`src/rtl/exc_cp0_ctrl.sv`:
```
// exc_cp0_ctrl: exception and pipeline controller for the 5-stage MIPS32 core.
// It holds the CP0 registers (Count, Compare, Status, Cause, EPC). It picks
// which interrupt, syscall or eret the MEM-stage instruction takes, and it
// drives the per-stage stall/flush vectors and the redirect PC into IF.
//
// Optional build macro: TIMER_IRQ_EN
//   Defined  : Count runs freely. Count==Compare latches Cause.IP[7]
//              (sticky), and a write to Compare clears it.
//   Undefined: Count and Compare read 0 and ignore writes.
//
// Ports:
//   clk, rst           clock (rising edge), synchronous active-high reset
//   irq_in             level-sensitive external interrupts -> Cause.IP[i+2]
//   mem_valid, mem_pc  MEM-stage instruction valid and its PC
//   exc_syscall/eret   MEM instruction is syscall / eret
//   exc_delay          MEM instruction sits in a delay slot
//   stallreq_id/ex     stall requests from ID and EX
//   cp0_we/waddr/wdata mtc0 write from WB
//   cp0_raddr/rdata    mfc0 read port (combinational, with WB bypass)
//   stall_o, flush_o   {MEWB,EXME,IDEX,IFID,PC} hold / flush enables
//   exc_pc             redirect target, valid while flush_o[0]=1
//   status_o, epc_o    current Status and EPC
module exc_cp0_ctrl #(
  parameter int unsigned NUM_IRQ    = 6,
  parameter logic [31:0] EXC_VECTOR = 32'h0000_0040,
  parameter logic [31:0] RST_STATUS = 32'h0000_0000
) (
  input  logic               clk,
  input  logic               rst,
  input  logic [NUM_IRQ-1:0] irq_in,
  input  logic               mem_valid,
  input  logic [31:0]        mem_pc,
  input  logic               exc_syscall,
  input  logic               exc_eret,
  input  logic               exc_delay,
  input  logic               stallreq_id,
  input  logic               stallreq_ex,
  input  logic               cp0_we,
  input  logic [4:0]         cp0_waddr,
  input  logic [31:0]        cp0_wdata,
  input  logic [4:0]         cp0_raddr,
  output logic [31:0]        cp0_rdata,
  output logic [4:0]         stall_o,
  output logic [4:0]         flush_o,
  output logic [31:0]        exc_pc,
  output logic [31:0]        status_o,
  output logic [31:0]        epc_o
);

  localparam logic [4:0]  REG_COUNT   = 5'd9;
  localparam logic [4:0]  REG_COMPARE = 5'd11;
  localparam logic [4:0]  REG_STATUS  = 5'd12;
  localparam logic [4:0]  REG_CAUSE   = 5'd13;
  localparam logic [4:0]  REG_EPC     = 5'd14;
  localparam logic [31:0] STATUS_MASK = 32'h0000_FF03;

  typedef enum logic {S_RUN, S_FLUSH} state_t;

  state_t      state_q, state_d;
  logic [31:0] status_q, status_d;
  logic [31:0] epc_q, epc_d;
  logic        bd_q, bd_d;
  logic [4:0]  exccode_q, exccode_d;
  logic [1:0]  ip_sw_q, ip_sw_d;
  logic [5:0]  ip_hw_q, ip_hw_d;
  logic [31:0] count_q, count_d;
  logic [31:0] compare_q, compare_d;
  logic        timer_ip_q, timer_ip_d;

  logic [7:0]  cause_ip;
  logic [31:0] cause_rd;
  logic        int_pend, take_int, take_sys, take_eret, take_exc, take_any;
  logic        we_ok;

  always_comb begin
    ip_hw_d = '0;
    ip_hw_d[NUM_IRQ-1:0] = irq_in;
  end

`ifdef TIMER_IRQ_EN
  // When all six lines exist, the timer takes over IP[7] from irq_in[5].
  assign cause_ip = {(NUM_IRQ == 6) ? timer_ip_q : (timer_ip_q | ip_hw_q[5]),
                     ip_hw_q[4:0], ip_sw_q};
`else
  assign cause_ip = {ip_hw_q, ip_sw_q};
`endif

  assign cause_rd = {bd_q, 15'b0, cause_ip, 1'b0, exccode_q, 2'b0};

  assign int_pend  = mem_valid & status_q[0] & ~status_q[1] & (|(status_q[15:8] & cause_ip));
  assign take_int  = (state_q == S_RUN) & int_pend;
  assign take_sys  = (state_q == S_RUN) & mem_valid & exc_syscall & ~int_pend;
  assign take_eret = (state_q == S_RUN) & mem_valid & exc_eret & ~int_pend & ~exc_syscall;
  assign take_exc  = take_int | take_sys;
  assign take_any  = take_exc | take_eret;

  // An exception edge owns the registers it updates, so a same-cycle mtc0 to
  // one of them is dropped as a whole.
  assign we_ok = cp0_we
               & ~(take_exc  & (cp0_waddr == REG_STATUS || cp0_waddr == REG_CAUSE ||
                                cp0_waddr == REG_EPC))
               & ~(take_eret & (cp0_waddr == REG_STATUS));

  always_comb begin
    state_d    = take_any ? S_FLUSH : S_RUN;
    status_d   = status_q;
    epc_d      = epc_q;
    bd_d       = bd_q;
    exccode_d  = exccode_q;
    ip_sw_d    = ip_sw_q;
    count_d    = '0;
    compare_d  = '0;
    timer_ip_d = 1'b0;
`ifdef TIMER_IRQ_EN
    count_d    = count_q + 32'd1;
    compare_d  = compare_q;
    timer_ip_d = timer_ip_q | (count_q == compare_q);
    if (we_ok && cp0_waddr == REG_COUNT) count_d = cp0_wdata;
    if (we_ok && cp0_waddr == REG_COMPARE) begin
      compare_d  = cp0_wdata;
      timer_ip_d = 1'b0;
    end
`endif
    if (we_ok) begin
      case (cp0_waddr)
        REG_STATUS: status_d = cp0_wdata & STATUS_MASK;
        REG_CAUSE:  ip_sw_d  = cp0_wdata[9:8];
        REG_EPC:    epc_d    = cp0_wdata;
        default: ;
      endcase
    end
    if (take_exc) begin
      epc_d       = exc_delay ? mem_pc - 32'd4 : mem_pc;
      bd_d        = exc_delay;
      exccode_d   = take_int ? 5'd0 : 5'd8;
      status_d[1] = 1'b1;
    end else if (take_eret) begin
      status_d[1] = 1'b0;
    end
  end

  always_ff @(posedge clk) begin
    if (rst) begin
      state_q    <= S_RUN;
      status_q   <= RST_STATUS & STATUS_MASK;
      epc_q      <= '0;
      bd_q       <= 1'b0;
      exccode_q  <= '0;
      ip_sw_q    <= '0;
      ip_hw_q    <= '0;
      count_q    <= '0;
      compare_q  <= '0;
      timer_ip_q <= 1'b0;
    end else begin
      state_q    <= state_d;
      status_q   <= status_d;
      epc_q      <= epc_d;
      bd_q       <= bd_d;
      exccode_q  <= exccode_d;
      ip_sw_q    <= ip_sw_d;
      ip_hw_q    <= ip_hw_d;
      count_q    <= count_d;
      compare_q  <= compare_d;
      timer_ip_q <= timer_ip_d;
    end
  end

  always_comb begin
    stall_o = '0;
    flush_o = '0;
    exc_pc  = '0;
    if (rst) begin
      flush_o = 5'b11111;
    end else if (take_any) begin
      flush_o = 5'b11111;
      exc_pc  = take_eret ? epc_q : EXC_VECTOR;
    end else if (state_q == S_RUN) begin
      if (stallreq_ex) begin
        stall_o = 5'b00111;
        flush_o = 5'b01000;
      end else if (stallreq_id) begin
        stall_o = 5'b00011;
        flush_o = 5'b00100;
      end
    end
  end

  always_comb begin
    cp0_rdata = '0;
    if (!rst) begin
      if (cp0_we && cp0_waddr == cp0_raddr) begin
        case (cp0_raddr)
          REG_STATUS: cp0_rdata = cp0_wdata & STATUS_MASK;
          REG_CAUSE:  cp0_rdata = {cause_rd[31:10], cp0_wdata[9:8], cause_rd[7:0]};
          REG_EPC:    cp0_rdata = cp0_wdata;
`ifdef TIMER_IRQ_EN
          REG_COUNT, REG_COMPARE: cp0_rdata = cp0_wdata;
`endif
          default: cp0_rdata = '0;
        endcase
      end else begin
        case (cp0_raddr)
          REG_STATUS:  cp0_rdata = status_q;
          REG_CAUSE:   cp0_rdata = cause_rd;
          REG_EPC:     cp0_rdata = epc_q;
          REG_COUNT:   cp0_rdata = count_q;
          REG_COMPARE: cp0_rdata = compare_q;
          default:     cp0_rdata = '0;
        endcase
      end
    end
  end

  assign status_o = status_q;
  assign epc_o    = epc_q;

endmodule
```
`config.mk`:
```
export PLATFORM = sky130hd
export DESIGN_NAME = exc_cp0_ctrl
export DESIGN_NICKNAME = d
export VERILOG_FILES = /design/src/rtl/exc_cp0_ctrl.sv
export SDC_FILE = /design/constraint.sdc
export NUM_CORES = 1
export LEC_CHECK = 0
export BUFFER_PORTS_ARGS = -buffer_cell sky130_fd_sc_hd__buf_2
export CAP_MARGIN = 30
export CORE_MARGIN = 3
export CORE_UTILIZATION = 49
export CTS_CLUSTER_DIAMETER = 120
export CTS_CLUSTER_SIZE = 25
export DETAILED_ROUTE_END_ITERATION = 7
export GPL_ROUTABILITY_DRIVEN = 1
export PLACE_DENSITY = 0.92
export REMOVE_ABC_BUFFERS = 1
export SLEW_MARGIN = 20
export SYNTH_ARGS = -nofsm -noshare
export SYNTH_HDL_FRONTEND = slang
export SYNTH_SLANG_ARGS = --single-unit
```
`constraint.sdc`:
```
create_clock -name clk -period 8.5 [get_ports clk]
set_input_delay 2.55 -clock clk [delete_from_list [all_inputs] [get_ports clk]]
set_output_delay 2.55 -clock clk [all_outputs]
set_load 0.05 [all_outputs]
```
==> flow_summary.json, run 1 <==
{
  "cell_internal_pwr_uw": 418,
  "hold_viol_final": 0,
  "synth_fa_ha_area_frac": 0.00306,
  "cts_sinks": 53,
  "p_clk_frac": 0.278,
  "place_ws_ns": 1.19,
  "grt_overflow_total": 0,
  "synth-compound-area-share": 0.165,
  "first_pass_iters": 5,
  "post_cts_buffers": 0,
  "synth.yosys.warnings": 0,
  "dp_hpwl_um": 9960,
  "coreArea_mm2": 0.00793,
  "worst-setup-path-type": "input port to output pin",
  "initial_core_util": 0.516,
  "root_buffer": "clkbuf_8",
  "area_growth_syn_to_layout_pct": 26.4,
  "fmax_mhz": 139,
  "synth_edf_count": 0,
  "switching_share": 0.370,
  "diodes": 0,
  "rsz0062_at_grt": "false",
  "ys_dominant_reg_cell": "dfxtp_1",
  "routedWlPerCell_um": 16.5,
  "muxShareOfSynthArea": 0.137,
  "grtUsageTotal": 0.264,
  "avgViaCountPerCell": 5.59,
  "p_per_area_mw_per_mm2": 128,
  "crit_fanout": 22,
  "drc": 0,
  "timing.hold.ws_ns": 0.464,
  "htreeDepth": 2,
  "pwr-share-comb": 0.308,
  "cts.clk_slew.worst_paths_ns": 0.10,
  "final_area_mm2": 0.00517,
  "layout_common_cells": "buf_2, nor2_1, dfxtp_1, a211oi_1, mux2i_1",
  "synthCells": 522,
  "synth_top_family_by_area": "simple AND/OR/NAND/NOR gates",
  "clk_path_buf_depth": 2,
  "setup_viol": 0,
  "yosysTopAreaCell": "dfxtp_1",
  "period_needed_ns": 7.18,
  "row_count": 32,
  "start_kind": "input port",
  "arrival_ns": 4.63,
  "grt_pass1_wl_um": 21200,
  "setup_slack_ns": 1.32,
  "synth_xor_area_frac": 0.0664,
  "numPortBuffers": 202,
  "drv_cap": 0,
  "ys_async_sr_fraction": 0,
  "nets": 789,
  "slew_headroom": 0.474,
  "placed_area_mm2": 0.00502,
  "drt_iter0_markers": 186,
  "ys_ff_latch": 53,
  "fin_worst_skew_ns": 0.00962,
  "final_util": 0.652,
  "ctsHoldBuffers": 0,
  "netlist_area_mm2": 0.00409,
  "switchingPower_uw": 245,
  "power_frac_seq": 0.414,
  "synthTopCellsByArea": "dfxtp_1, mux2i_1, a211oi_1, nor2_1, buf_4",
  "leakagePower_nw": 2.28,
  "synth-simple-area-share": 0.279,
  "status": "finished, final reports clean",
  "worst_pin_slew_ns": 0.787,
  "die_w_um": 97.4,
  "yosysSeqAreaShare": 0.259,
  "die_h_um": 97.4,
  "irDropWorstVdd_mv": 0.0758,
  "period_share": 0.845,
  "drv_slew": 0,
  "wl_um": 13200,
  "grt_max_degree": 58,
  "ant_nets": 0,
  "layout_commonest_cell": "buf_2",
  "pin_count": 227,
  "place_congestion": 0.910,
  "avgSynthCellArea_um2": 7.83,
  "layout-drive-gt1-share": 0.337,
  "cts_buffers": 5,
  "postCtsResizedCells": 0,
  "cp-end-kind": "output pin",
  "cp.required_ns": 5.95,
  "grt_pass1_vias": 4290,
  "clkLatencyLatePin_ns": 0.30,
  "antenna_found_initial": 0,
  "fin_setup_tns_ns": 0,
  "synth_cell_types": 45,
  "yosysTopAreaCellShare": 0.259,
  "hold_path_class": "register to register",
  "vias": 4487,
  "cts_tree": "yes",
  "die-area_mm2": 0.00948
}
==> metrics by stage <==
stage,total power [mW],cells
4_1_cts,0.665,800
3_5_place_dp,0.483,792
2_1_floorplan,0.414,482
5_1_grt,0.692,802
6_report,0.664,802
3_3_place_gp,0.478,792
==> cells in the mapped netlist (2+ instances only) <==
library cell / n
and2_1: 33
clkbuf_1: 29
buf_2: 4
a22oi_1: 4
nor4b_1: 2
nand3b_1: 4
nand4b_1: 2
or3_1: 6
nand3_1: 15
and3_1: 2
nand4_1: 3
mux2_2: 8
xnor2_1: 22
a211oi_1: 48
o21ai_0: 20
inv_1: 4
mux2i_1: 47
nor2b_1: 27
nor2_1: 59
buf_1: 2
nand2_1: 24
nor4_1: 5
buf_4: 28
a21o_1: 2
nor3b_1: 2
dfxtp_1: 53
a21oi_1: 21
nor4_4: 2
a311oi_1: 2
or2_2: 2
nor3_1: 16
nand2b_1: 2
nor4_2: 2
xor2_1: 9
==> worst paths after layout <==
kind	startpoint	to	depth (start not counted)	slack, ns
hold reg to reg	bd_q	bd_q	2	0.46
setup / recovery	cp0_raddr[4]	cp0_rdata[5]	7	1.32
hold / removal	bd_q	bd_q	2	0.46
setup reg to reg	status_o[9]	epc_o[7]	6	6.28
==> kinds of logic (layout without fill, tap and decap cells) <==
kind of cell / after synthesis / count (layout)
simple gates: 211 / 211
compound gates: 103 / 103
buf+inv: 67 / 222
mux: 55 / 55
flops: 53 / 53
xor+xnor: 31 / 31
fa+ha+maj: 1 / 1
other cells: 1 / 24
==> layer usage <==
metal  vias up  GRT usage  routed length [um]
met4         0     0.0714                 303
li1       2147          -                   -
met1      2101      0.331                5440
met5         -          0                   0
met2       209      0.461                6480
met3        30     0.0524                 991
==> registers in the layout, summed over array words and instances, names as in the netlist <==
signal     cells
epc_o         32
exccode_q      1
ip_hw_q        6
state_q        1
bd_q           1
status_o      10
ip_sw_q        2
==> power groups by stage <==
stage	Combinational [mW]	Sequential (mW)	Clock, mW
finish	0.204	0.275	0.185
CTS	0.203	0.275	0.186
detailed placement	0.203	0.280	0
global route	0.218	0.277	0.197
global placement	0.198	0.279	0
floorplan	0.0968	0.317	0
==> worst max-delay path, stage by stage <==
cell,delay (ns)
buf_2,0.11
nand3b_1,0.23
or3_1,0.53
inv_1,0.10
nand2_1,0.46
o21ai_0,0.34
buf_2,0.30
==> cell type report <==
cell class                 instances  area (um2)
multi-input combinational        425        2770
fill                             712        2760
timing repair buffer             210        1080
sequential                        53        1060
tap                              102         128
clock buffer                       6        82.6
clock inverter                     2        37.5
inverter                           4        15.0
(Power assumes the default switching activity.)
==> run 2: changes to the inputs <==
--- a/config.mk
+++ b/config.mk
@@ -8,12 +8,12 @@
 export BUFFER_PORTS_ARGS = -buffer_cell sky130_fd_sc_hd__buf_2
 export CAP_MARGIN = 30
 export CORE_MARGIN = 3
-export CORE_UTILIZATION = 49
+export CORE_UTILIZATION = 46
 export CTS_CLUSTER_DIAMETER = 120
 export CTS_CLUSTER_SIZE = 25
 export DETAILED_ROUTE_END_ITERATION = 7
 export GPL_ROUTABILITY_DRIVEN = 1
-export PLACE_DENSITY = 0.92
+export PLACE_DENSITY = 0.88
 export REMOVE_ABC_BUFFERS = 1
 export SLEW_MARGIN = 20
 export SYNTH_ARGS = -nofsm -noshare
==> constraint.sdc (replaced) <==
create_clock -name clk -period 7.2 [get_ports clk]
set_input_delay 2.16 -clock clk [delete_from_list [all_inputs] [get_ports clk]]
set_output_delay 2.16 -clock clk [all_outputs]
set_load 0.05 [all_outputs]
==> flow_summary.json, run 2 (synthesis results as in run 1) <==
{
  "status": "finished, final reports clean",
  "initial_core_util": 0.485,
  "pin_count": 227,
  "endpoint": "cp0_rdata[27]",
  "vias": 4376,
  "reg2reg_to": "epc_o[3]",
  "cp-startpoint": "cp0_raddr[1]",
  "timing.hold.ws_ns": 0.463,
  "critPathSlowestCell": "and3_2",
  "layout-drive-gt1-share": 0.336,
  "cp.required_ns": 5.04,
  "die-area_mm2": 0.0101,
  "grt_pass1_wl_um": 20400,
  "numPortBuffers": 202,
  "power_uw": 776,
  "setup_viol": 0,
  "cell_internal_pwr_uw": 485,
  "die_h_um": 100,
  "drv_cap": 0,
  "critical_path.cell_chain": "buf_2 -> xor2_1 -> nor4_1 -> and3_2 -> buf_4 -> mux2i_1 -> nor2_1 -> buf_2",
  "worst_pin_slew_ns": 0.900,
  "avgViaCountPerCell": 5.44,
  "grtUsageTotal": 0.246,
  "grt_max_degree": 59,
  "final_area_mm2": 0.00516,
  "max_stage_delay_ns": 0.61,
  "layout_commonest_cell": "buf_2",
  "fin_cells": 804,
  "cp_num_cells": 8,
  "cts_buffers": 5,
  "cpLargestDelayFamily": "buffers and inverters",
  "grt_pass1_vias": 4219,
  "cp-end-kind": "output pin",
  "fin_setup_tns_ns": 0,
  "cts.clk_slew.worst_paths_ns": 0.11,
  "start_kind": "input port",
  "arrival_ns": 4.32,
  "postCtsResizedCells": 0,
  "worst-setup-path-type": "input port to output pin",
  "htreeDepth": 2,
  "slew_headroom": 0.399,
  "switching_share": 0.375,
  "diodes": 0,
  "largest_reg_flops": 32,
  "path_buf_inv": 3,
  "crit_fanout": 18,
  "period_needed_ns": 6.48,
  "ff2ff_setup_slack_ns": 4.95,
  "leakagePower_nw": 2.28,
  "area_growth_syn_to_layout_pct": 26.2,
  "final_util": 0.613,
  "pwr-share-comb": 0.310,
  "hold_viol_final": 0,
  "drv_slew": 0,
  "switchingPower_uw": 291,
  "nets": 788,
  "fin_worst_skew_ns": 0.00986,
  "drc": 0,
  "power_frac_seq": 0.418,
  "wl_um": 13100,
  "period_share": 0.900,
  "hold_path_class": "register to register",
  "cts_tree": "yes",
  "ant_nets": 0,
  "path_common_cell": "buf_2",
  "setup_slack_ns": 0.722,
  "dp_cells": 795,
  "rsz0062_at_grt": "false",
  "antenna_found_initial": 0,
  "r2r_cells": 5,
  "root_buffer": "clkbuf_8",
  "ctsHoldBuffers": 0,
  "r2r_start": "status_o[9]",
  "cts_sinks": 53,
  "drt_iter0_markers": 207,
  "layout_common_cells": "buf_2, nor2_1, dfxtp_1, a211oi_1, mux2i_1",
  "p_per_area_mw_per_mm2": 150,
  "post_cts_buffers": 0,
  "p_clk_frac": 0.272,
  "clk_path_buf_depth": 2,
  "die_w_um": 100,
  "clkLatencyLatePin_ns": 0.30,
  "whs_path_depth": 2,
  "placed_area_mm2": 0.00504,
  "grt_overflow_total": 0,
  "place_ws_ns": 0.731,
  "first_pass_iters": 5,
  "row_count": 33,
  "dp_hpwl_um": 9930,
  "fmax_mhz": 154,
  "routedWlPerCell_um": 16.3,
  "irDropWorstVdd_mv": 0.0796,
  "coreArea_mm2": 0.00842,
  "place_congestion": 0.849
}
## run 2: layer usage
layer,part of all wire,global-route usage
met1,0.41,0.303
met2,0.51,0.447
met3,0.071,0.0431
met4,0.010,0.0477
met5,0,0
## run 2: final cells by class
class                   instances  area [um2]
multi-input cells             425        2780
clock inverters                 3        43.8
clock buffers                   5        68.8
repair buffers                209        1060
flip-flops and latches         53        1060
well taps                     105         131
fillers                       787        3260
inverters                       4        15.0
## run 2: worst reg2reg max path, stage by stage, from the launching register on
cell	delay (ns)
dfxtp_1	0.35
a22oi_1	0.27
nand4_1	0.33
a21oi_4	0.82
nor2_1	0.13
a211oi_1	0.26
## run 2: power groups by stage
stage	clock network, mW	logic [mW]	registers [mW]
floorplan	0	0.114	0.374
global placement	0	0.234	0.330
detailed placement	0	0.239	0.331
finish	0.211	0.240	0.324
CTS	0.214	0.240	0.324
global route	0.227	0.257	0.327
## run 2: worst min-delay path by stage
stage / start / to / slack [ns]
after detailed placement: bd_q / bd_q / 0.45
after CTS: bd_q / bd_q / 0.46
after global placement: bd_q / bd_q / 0.44
final: bd_q / bd_q / 0.46
after global routing: bd_q / bd_q / 0.50
after floorplan: bd_q / bd_q / 0.43
==> run 3: changes to the inputs <==
--- a/config.mk
+++ b/config.mk
@@ -8,12 +8,12 @@
 export BUFFER_PORTS_ARGS = -buffer_cell sky130_fd_sc_hd__buf_2
 export CAP_MARGIN = 30
 export CORE_MARGIN = 3
-export CORE_UTILIZATION = 46
+export CORE_UTILIZATION = 41
 export CTS_CLUSTER_DIAMETER = 120
 export CTS_CLUSTER_SIZE = 25
 export DETAILED_ROUTE_END_ITERATION = 7
 export GPL_ROUTABILITY_DRIVEN = 1
-export PLACE_DENSITY = 0.88
+export PLACE_DENSITY = 0.83
 export REMOVE_ABC_BUFFERS = 1
 export SLEW_MARGIN = 20
 export SYNTH_ARGS = -nofsm -noshare
==> constraint.sdc (replaced) <==
create_clock -name clk -period 5.8 [get_ports clk]
set_input_delay 1.74 -clock clk [delete_from_list [all_inputs] [get_ports clk]]
set_output_delay 1.74 -clock clk [all_outputs]
set_load 0.05 [all_outputs]
==> flow_summary.json, run 3 (synthesis results as in run 1) <==
{
  "initial_core_util": 0.432,
  "diodes": 0,
  "drt_iter0_markers": 245,
  "drv_slew": 0,
  "root_buffer": "clkbuf_8",
  "postCtsResizedCells": 0,
  "htreeDepth": 2,
  "wl_um": 13800,
  "vias": 4452,
  "switching_share": 0.396,
  "coreArea_mm2": 0.00946,
  "cts_tree": "yes",
  "grt_pass1_vias": 4367,
  "die_h_um": 106,
  "ant_nets": 0,
  "place_congestion": 0.837,
  "fin_worst_skew_ns": 0.00792,
  "arrival_ns": 3.65,
  "hold_path_class": "register to register",
  "cell_internal_pwr_uw": 561,
  "cts_buffers": 5,
  "critical_path.cell_chain": "buf_2 -> xor2_1 -> nor4_1 -> and3_2 -> buf_12 -> mux2i_1 -> o21ai_0 -> buf_2",
  "r2r_cells": 5,
  "rsz0062_at_grt": "false",
  "ff2ff_setup_slack_ns": 3.56,
  "antenna_found_initial": 0,
  "grt_pass1_wl_um": 21500,
  "period_share": 0.929,
  "max_stage_delay_ns": 0.52,
  "slew_headroom": 0.414,
  "grt_overflow_total": 0,
  "hold_viol_final": 0,
  "layout-drive-gt1-share": 0.339,
  "period_needed_ns": 5.39,
  "layout_common_cells": "buf_2, nor2_1, dfxtp_1, a211oi_1, mux2i_1",
  "worst_pin_slew_ns": 0.876,
  "pwr-share-comb": 0.325,
  "worst-setup-path-type": "input port to output pin",
  "clkLatencyLatePin_ns": 0.31,
  "first_pass_iters": 4,
  "timing.hold.ws_ns": 0.481,
  "drv_cap": 0,
  "ctsHoldBuffers": 0,
  "path_common_cell": "buf_2",
  "fill_cells": 916,
  "p_clk_frac": 0.242,
  "setup_viol": 0,
  "grtUsageTotal": 0.233,
  "layout_commonest_cell": "buf_2",
  "leakagePower_nw": 2.29,
  "pin_count": 227,
  "cp.required_ns": 4.06,
  "cts_sinks": 53,
  "reg2reg_to": "epc_o[3]",
  "die-area_mm2": 0.0112,
  "fmax_mhz": 186,
  "power_uw": 929,
  "switchingPower_uw": 368,
  "grt_max_degree": 59,
  "crit_fanout": 19,
  "row_count": 35,
  "r2r_start": "status_o[9]",
  "power_frac_seq": 0.433,
  "clk_path_buf_depth": 2,
  "area_growth_syn_to_layout_pct": 27.8,
  "avgViaCountPerCell": 5.36,
  "numPortBuffers": 202,
  "dp_hpwl_um": 10400,
  "cp-end-kind": "output pin",
  "largest_reg_flops": 32,
  "drc": 0,
  "nets": 791,
  "status": "finished, final reports clean",
  "start_kind": "input port",
  "p_per_area_mw_per_mm2": 178,
  "cp-startpoint": "cp0_raddr[2]",
  "cts.clk_slew.worst_paths_ns": 0.11,
  "die_w_um": 106,
  "endpoint": "cp0_rdata[5]",
  "routedWlPerCell_um": 16.6,
  "irDropWorstVdd_mv": 0.110,
  "critPathSlowestCell": "and3_2",
  "post_cts_buffers": 0
}
run 3: stage by stage:
stage / cells / area, um2 / setup slack (ns) / setup TNS [ns] / util
after global placement: 822 / 5130 / 0.502 / 0 / 0.542
after CTS: 830 / 5220 / 0.390 / 0 / 0.552
final: 831 / 5230 / 0.413 / 0 / 0.552
after floorplan: 482 / 3830 / -1.67 / -19.80 / -
after detailed placement: 822 / 5130 / 0.398 / 0 / 0.542
after global routing: 831 / 5230 / 0.237 / 0 / 0.552
run 3: routing by layer:
layer,vias up,part of all wire,GRT usage
met4,0,0.0097,0.0638
met3,12,0.073,0.0465
met1,2094,0.42,0.284
li1,2158,-,-
met2,188,0.50,0.415
met5,-,0,0
run 3: worst min-delay path by stage:
stage	to	cells after the start	slack (ns)	from
3_3_place_gp	bd_q	2	0.45	bd_q
3_5_place_dp	bd_q	2	0.46	bd_q
6_report	bd_q	2	0.48	bd_q
4_1_cts	bd_q	2	0.48	bd_q
5_1_grt	bd_q	2	0.52	bd_q
2_1_floorplan	bd_q	2	0.43	bd_q
run 3: area by class of cell:
| cell class | count | area, um2 | area share |
|---|---|---|---|
| clock inverters | 3 | 25.0 | 0.00479 |
| clock buffers | 5 | 68.8 | 0.0132 |
| repair buffers | 212 | 1120 | 0.215 |
| multi-input cells | 425 | 2770 | 0.531 |
| inverters | 4 | 15.0 | 0.00287 |
| well taps | 129 | 161 | 0.0309 |
| flip-flops and latches | 53 | 1060 | 0.203 |
run 3: power groups by stage:
stage | logic (mW) | registers, mW | clock network [mW]
final | 0.302 | 0.403 | 0.225
after global routing | 0.320 | 0.406 | 0.248
after CTS | 0.301 | 0.402 | 0.232
after detailed placement | 0.300 | 0.411 | 0
after global placement | 0.292 | 0.409 | 0
after floorplan | 0.142 | 0.465 | 0
run 3: critical path: cells and delay by family:
family                    cells  cell delay, ns
and+or+nand+nor               2            0.76
buffers and inverters         3            0.68
AOI/OAI and AO/OA             1            0.20
xor gates and xnor gates      1            0.16
muxes                         1            0.09
